===== src/rtl/ring_arbiter.sv =====
// Round-robin arbiter with a one-hot rotating priority token, a hold-time limit
// and a one-cycle turnaround gap between grants.
module ring_arbiter #(
  parameter int N        = 5,
  parameter int MAX_HOLD = 8
) (
  input  logic         clk,
  input  logic         clear,
  input  logic [N-1:0] req,
  input  logic [N-1:0] done,
  output logic [N-1:0] gnt,
  output logic         busy,
  output logic [2:0]   owner,
  output logic         timeout
);

  localparam int HW = $clog2(MAX_HOLD + 1);
  localparam logic [N-1:0] ONE_HOT0 = {{(N-1){1'b0}}, 1'b1};

  typedef enum logic [1:0] {IDLE = 2'd0, GRANT = 2'd1, GAP = 2'd2} state_t;

  state_t        state_r;
  logic [N-1:0]  ptr_r;
  logic [HW-1:0] hold_cnt_r;

  logic [2:0]    ptr_idx_s;
  logic [3:0]    cand_s;
  logic          found_s;
  logic [2:0]    win_idx_s;
  logic          hold_max_s;
  logic          release_s;
  logic [2:0]    next_ptr_idx_s;

  // Binary position of the priority token.
  always_comb begin
    ptr_idx_s = 3'd0;
    for (int i = 0; i < N; i++) begin
      if (ptr_r[i]) begin
        ptr_idx_s = 3'(i);
      end else begin
        ptr_idx_s = ptr_idx_s;
      end
    end
  end

  // Scan requesters starting at the token, wrapping past N-1.
  always_comb begin
    found_s   = 1'b0;
    win_idx_s = 3'd0;
    cand_s    = 4'd0;
    for (int i = 0; i < N; i++) begin
      cand_s = {1'b0, ptr_idx_s} + 4'(i);
      if (cand_s >= 4'(N)) begin
        cand_s = cand_s - 4'(N);
      end else begin
        cand_s = cand_s;
      end
      if (!found_s && req[cand_s[2:0]]) begin
        found_s   = 1'b1;
        win_idx_s = cand_s[2:0];
      end else begin
        found_s   = found_s;
      end
    end
  end

  // Release conditions for the current owner and the token position after it.
  always_comb begin
    hold_max_s     = (hold_cnt_r == HW'(MAX_HOLD));
    release_s      = done[owner] || !req[owner] || hold_max_s;
    if (owner == 3'(N - 1)) begin
      next_ptr_idx_s = 3'd0;
    end else begin
      next_ptr_idx_s = owner + 3'd1;
    end
  end

  // Arbitration state machine with registered outputs.
  always_ff @(posedge clk or posedge clear) begin
    if (clear) begin
      state_r    <= IDLE;
      ptr_r      <= ONE_HOT0;
      hold_cnt_r <= '0;
      gnt        <= '0;
      busy       <= 1'b0;
      owner      <= 3'd0;
      timeout    <= 1'b0;
    end else begin
      case (state_r)
        IDLE, GAP: begin
          timeout <= 1'b0;
          if (found_s) begin
            state_r    <= GRANT;
            gnt        <= ONE_HOT0 << win_idx_s;
            busy       <= 1'b1;
            owner      <= win_idx_s;
            hold_cnt_r <= HW'(1);
          end else begin
            state_r    <= IDLE;
            gnt        <= '0;
            busy       <= 1'b0;
            owner      <= 3'd0;
            hold_cnt_r <= '0;
          end
        end
        GRANT: begin
          if (release_s) begin
            state_r    <= GAP;
            gnt        <= '0;
            busy       <= 1'b0;
            owner      <= 3'd0;
            hold_cnt_r <= '0;
            ptr_r      <= ONE_HOT0 << next_ptr_idx_s;
            // Only a pure hold-limit release is reported as a timeout.
            timeout    <= hold_max_s && !done[owner] && req[owner];
          end else begin
            hold_cnt_r <= hold_cnt_r + HW'(1);
            timeout    <= 1'b0;
          end
        end
        default: begin
          state_r    <= IDLE;
          ptr_r      <= ONE_HOT0;
          hold_cnt_r <= '0;
          gnt        <= '0;
          busy       <= 1'b0;
          owner      <= 3'd0;
          timeout    <= 1'b0;
        end
      endcase
    end
  end

endmodule

===== config.mk =====
export PLATFORM = sky130hd
export DESIGN_NAME = ring_arbiter
export DESIGN_NICKNAME = d
export VERILOG_FILES = /design/src/rtl/ring_arbiter.sv
export SDC_FILE = /design/constraint.sdc
export NUM_CORES = 1
export LEC_CHECK = 0
export BUFFER_PORTS_ARGS = -buffer_cell sky130_fd_sc_hd__buf_2
export CELL_PAD_IN_SITES_DETAIL_PLACEMENT = 1
export CELL_PAD_IN_SITES_GLOBAL_PLACEMENT = 1
export CORE_MARGIN = 2
export CORE_UTILIZATION = 48
export CTS_CLUSTER_DIAMETER = 200
export DETAILED_ROUTE_END_ITERATION = 16
export PLACE_DENSITY = 0.87
export SLEW_MARGIN = 20
export SYNTH_ARGS = -nofsm -noshare
export SYNTH_HDL_FRONTEND = slang
export SYNTH_SLANG_ARGS = --single-unit
export TNS_END_PERCENT = 1

===== constraint.sdc =====
create_clock -name clk -period 6.6 [get_ports clk]
set_clock_uncertainty 0.15 [all_clocks]
set_input_delay 0 -clock clk [delete_from_list [all_inputs] [get_ports clk]]
set_output_delay 0 -clock clk [all_outputs]
set_load 0.01 [all_outputs]

# Yosys cells after proc, flatten, opt, wreduce, memory -nomap -nowiden
# Index checks and enable logic that the tools add are counted.
# Widths: inputs -> output; s select.
[word_totals]
ff_bits = 21
inputBits = 12
output_inout_bits = 10
elab_cells = 107
[classes]
add_sub_neg = 11
n_lt_le_gt_ge = 11
n_eq_ne = 5
n_shift = 2
mux = 53
bitwise_logic = 1
n_reduce_logical = 17
[ops]
columns = ["op", "n"]
rows = [
  ["$mux 3", 15],
  ["$lt 3x4->1 const B", 6],
  ["$bmux 1 s3", 7],
  ["$pmux 5 s2", 2],
  ["$mux 1", 19],
  ["$ge 4x3->1 const B", 4],
  ["$mux 5", 3],
  ["$sub 3x3->3 const B", 5],
  ["$shl 1x3->5 const A", 2],
  ["$add 3x2->4 const B", 2],
  ["$pmux 4 s2", 1],
  ["$logic_and 1x1->1", 6],
  ["$logic_not 1->1", 6],
  ["$pmux 3 s2", 1],
  ["$add 3x1->4 const B", 1],
  ["$add 3x3->4 const B", 1],
  ["$add 4x1->4 const B", 1],
  ["$eq 4x4->1 const B", 1],
  ["$mux 2", 2],
  ["$mux 4", 1],
  ["$pmux 2 s2", 1],
  ["$add 3x1->3 const B", 1],
  ["$eq 3x3->1 const B", 1],
  ["$ge 3x3->1 const B", 1],
  ["9 further kinds", 10],
]

# Longest topological paths before layout
[logic_depth]
depth_word = 24
ltp_mapped = 14
ltp_nobuf = 13

# Worst setup path after synthesis
# Ideal clock, no wire load.
[synth_path]
kind = "flip-flop to flip-flop"
from = "register ptr_r[4]"
to = "register gnt[0]"
arrival_time_ps = 3260
required_ps = 6328
slack_ps = 3069
stages_incl_launch_ff = 15
path_buffers = 2
period_less_slack_ps = 3531
cell_sequence = "dfrtp_1 > buf_6 > buf_4 > nor2_1 > inv_1 > ha_1 > ha_1 > a211o_1 > a31oi_4 > mux2i_1 > a221oi_4 > o41ai_2 > a21oi_2 > and2_1 > a32o_1"
[synth_via]
elab_chain_len = 21
elab_cells_between_ends = 51
cone_classes = "add/sub: 9; order compare: 5; shift: 1; mux: 28; reduce/logical: 8"
[synth_rtl]
columns = ["item", "line", "source"]
rows = [
  ["from (decl)", "23", "logic [N-1:0] ptr_r;"],
  ["from (signal assigned)", "113", "ptr_r <= ONE_HOT0 << next_ptr_idx_s;"],
  ["$mux 3 (*)", "38", "if (ptr_r[i]) begin"],
  ["branches (longest 18 deep; another with $add 3x1->4)", "--", ""],
  ["$mux 5 (*)", "92", "if (found_s) begin"],
  ["$pmux 5 s2 (*)", "89", "case (state_r)"],
  ["to (signal assigned)", "94", "gnt <= ONE_HOT0 << win_idx_s;"],
  ["to (decl)", "11", "output logic [N-1:0] gnt,"],
]
# Every way passes the cells marked *. The select of a mux whose other input is x is not followed.
# A chain may end at the register's enable or synchronous reset.

# Final worst setup path
[layout_path]
from = "register ptr_r[3]"
to = "register gnt[0]"
[layout_via]
elab_chain_len = 22
elab_cells_between_ends = 52
cone_classes = "add/sub: 9; order compare: 5; shift: 1; mux: 29; reduce/logical: 8"
[layout_rtl]
columns = ["item", "line"]
rows = [
  ["$mux 3 (*) (2 in a row)", "38"],
  ["branches (longest 18 deep; another with $add 3x1->4)", "--"],
  ["$mux 5 (*)", "92"],
  ["$pmux 5 s2 (*)", "89"],
]
# Marks and branches as above.

==> metrics <==
status finished clean; post-route cell area ~2100 sq um; critical path arrival ~4.2 ns; pin count of the biggest net entering global routing 23; cts repair resizes 0; CTS Buf Count 3; fin crit share 0.630; GPL Wtd Cong 0.980; leading area contributor after synthesis dfrtp_1; commonest non-fill, non-tap cells in the layout buf_2 (21), dfrtp_1 (19), inv_1 (18); Critical Path End Type flip-flop; ys async rst share 1.00; sum of negative setup slack 0 ns; first-pass GRT wire length 9080 um; First DRT Iteration DRCs between 80 and 90; synthesized area per cell 9.04 sq um; layout cells sized above 1 0.219; IO Port Bufs 21; Synth top area share 0.255; synthesized flop and latch total 19; CTS Buffer Depth 2; WL per Instance 19.2 um; Syn Nets about 230; Yosys cell types 67; IO Pins 22; minimum clock period 4.16 ns; max-slew violations 0; Die Ht 66.3 um; GRT Util Overall 0.275; most common cell after layout, fill and taps aside buf_2; Hold Crit Class in -> reg; final net count about 250; max cap viols 0; GRT overflow 0; std cell rows 22; die width 66.3 um; vias per inst 6.09; DIE AREA 4390 sq um; Fin Hold WS 0.0817 ns; Syn. warnings 0; Starting Density 0.505; antenna diode instance count 0; Syn Std Cell Area 1860 sq um; RSZ-0062 raised after global routing false; P&R area growth vs syn 10.1%; number of synthesized flops with an enable pin 0; Post-Place Cells 270; drt total wl ~5300 um; post-DP HPWL 4210 um; core area 3690 sq um; largest cells by area after synthesis dfrtp_1 (26%), ha_1 (8.7%), inv_1 (3.6%); Root Buffer clkbuf_8; Post-DP Area 1980 sq um; CTS tree done; clk slew on worst S/H paths approximately 0.080 ns; Worst Max-Slew Pin Slew ~0.8 ns; antenna violations before repair 0; Skew-Pair Late Insertion Delay 0.27 ns; drc violations 0; final setup fails 0; Final ANT Viol Nets 0; Worst EP required 6.60 ns; DRT Pass-1 Iters 4; post-route insts no fill 276; Slew HR 0.467; Sink Count 19; Critical Path Fanout Max 11; routed vias 1681; fmax 0.240 GHz; critical path startpoint category flip-flop; Mapped Cells just over 200; register area share after synthesis 0.255; H-tree Lvls 1; critical path class reg -> reg; Top FF cell, synth dfrtp_1; Hold Fails Final Rpt 0; vias in the first global route 1872
==> critical path, stage by stage, from the launching register on <==
cell and delay, ns:
dfrtp_1 0.60, inv_1 0.25, a21oi_2 0.31, inv_1 0.13
ha_1 0.22, ha_1 0.35, a211o_1 0.32, a31oi_4 0.26
mux2i_1 0.35, a221oi_4 0.15, o41ai_2 0.39, a21oi_2 0.15
and2_1 0.16, a32o_1 0.25
==> routing by layer <==
metal	wire [um]	track usage	up-vias
met5	0	0	-
met2	2660	0.480	21
met1	2390	0.340	838
met4	166	0.120	0
li1	-	-	810
met3	89	0.0307	12
==> timing repair <==
| action | CTS | global route |
|---|---|---|
| buffers inserted | 0 | 0 |
| hold buffers | 2 | 0 |
| endpoints found under the hold margin | 20 | 0 |
==> registers in the layout, indices dropped and copies added (netlist names) <==
signal	flops
hold_cnt_r	4
state_r	2
ptr_r	4
gnt	5
timeout	1
owner	3
==> worst paths after layout <==
kind                                         to  cells past startpoint                  from  slack [ns]
max                          gnt[0]$_DFFE_PP0P_                     13  ptr_r[3]$_DFFE_PP0P_        2.44
min                           timeout$_DFF_PP0_                      6               done[2]        0.08
max reg2reg                  gnt[0]$_DFFE_PP0P_                     13  ptr_r[3]$_DFFE_PP0P_        2.44
min reg2reg                  gnt[4]$_DFFE_PP0P_                      1    gnt[4]$_DFFE_PP0P_        0.34
max in group asynchronous    gnt[0]$_DFFE_PP0P_                      3                 clear        5.61
min in group asynchronous  ptr_r[2]$_DFFE_PP0P_                      3                 clear        0.25
==> area by class of cell <==
class | count | area, sq um
clock inverters | 1 | 7.51
clock buffers | 3 | 41.3
fillers | 466 | 1640
repair buffers | 23 | 125
flip-flops and latches | 19 | 475
multi-input cells | 164 | 1270
well taps | 48 | 60.1
inverters | 18 | 67.6
==> cells by family (layout without fill, tap and decap cells) <==
| logic type | Yosys count | in the layout | synth area share |
|---|---|---|---|
| xor+xnor | 2 | 2 | 0.00941 |
| fa+ha+maj | 13 | 13 | 0.0874 |
| buf+inv | 23 | 45 | 0.0605 |
| mux | 8 | 8 | 0.0531 |
| simple gates | 82 | 82 | 0.253 |
| compound gates | 59 | 59 | 0.282 |
| flops | 19 | 19 | 0.255 |
==> synthesized netlist by cell type (4+ instances only) <==
cell type and n:
or3_1 6, nor4_1 4, nand3_1 4, and2_1 4, nand2_1 13, o21ai_0 5
inv_1 18, nor2b_1 5, o21ai_1 4, a21o_1 4, nand2b_1 6, nor2_1 15
ha_1 13, nor3_1 7, dfrtp_1 19, mux2i_1 4
==> through the flow <==
step	worst slack (ns)	util
floorplan	3.07	-
global placement	2.68	0.537
detailed placement	2.51	0.537
CTS	2.45	0.556
global route	2.21	0.556
finish	2.44	0.556
Power is not shown: default switching activity piles up to over one toggle a cycle in this logic, so the estimate is an artifact.
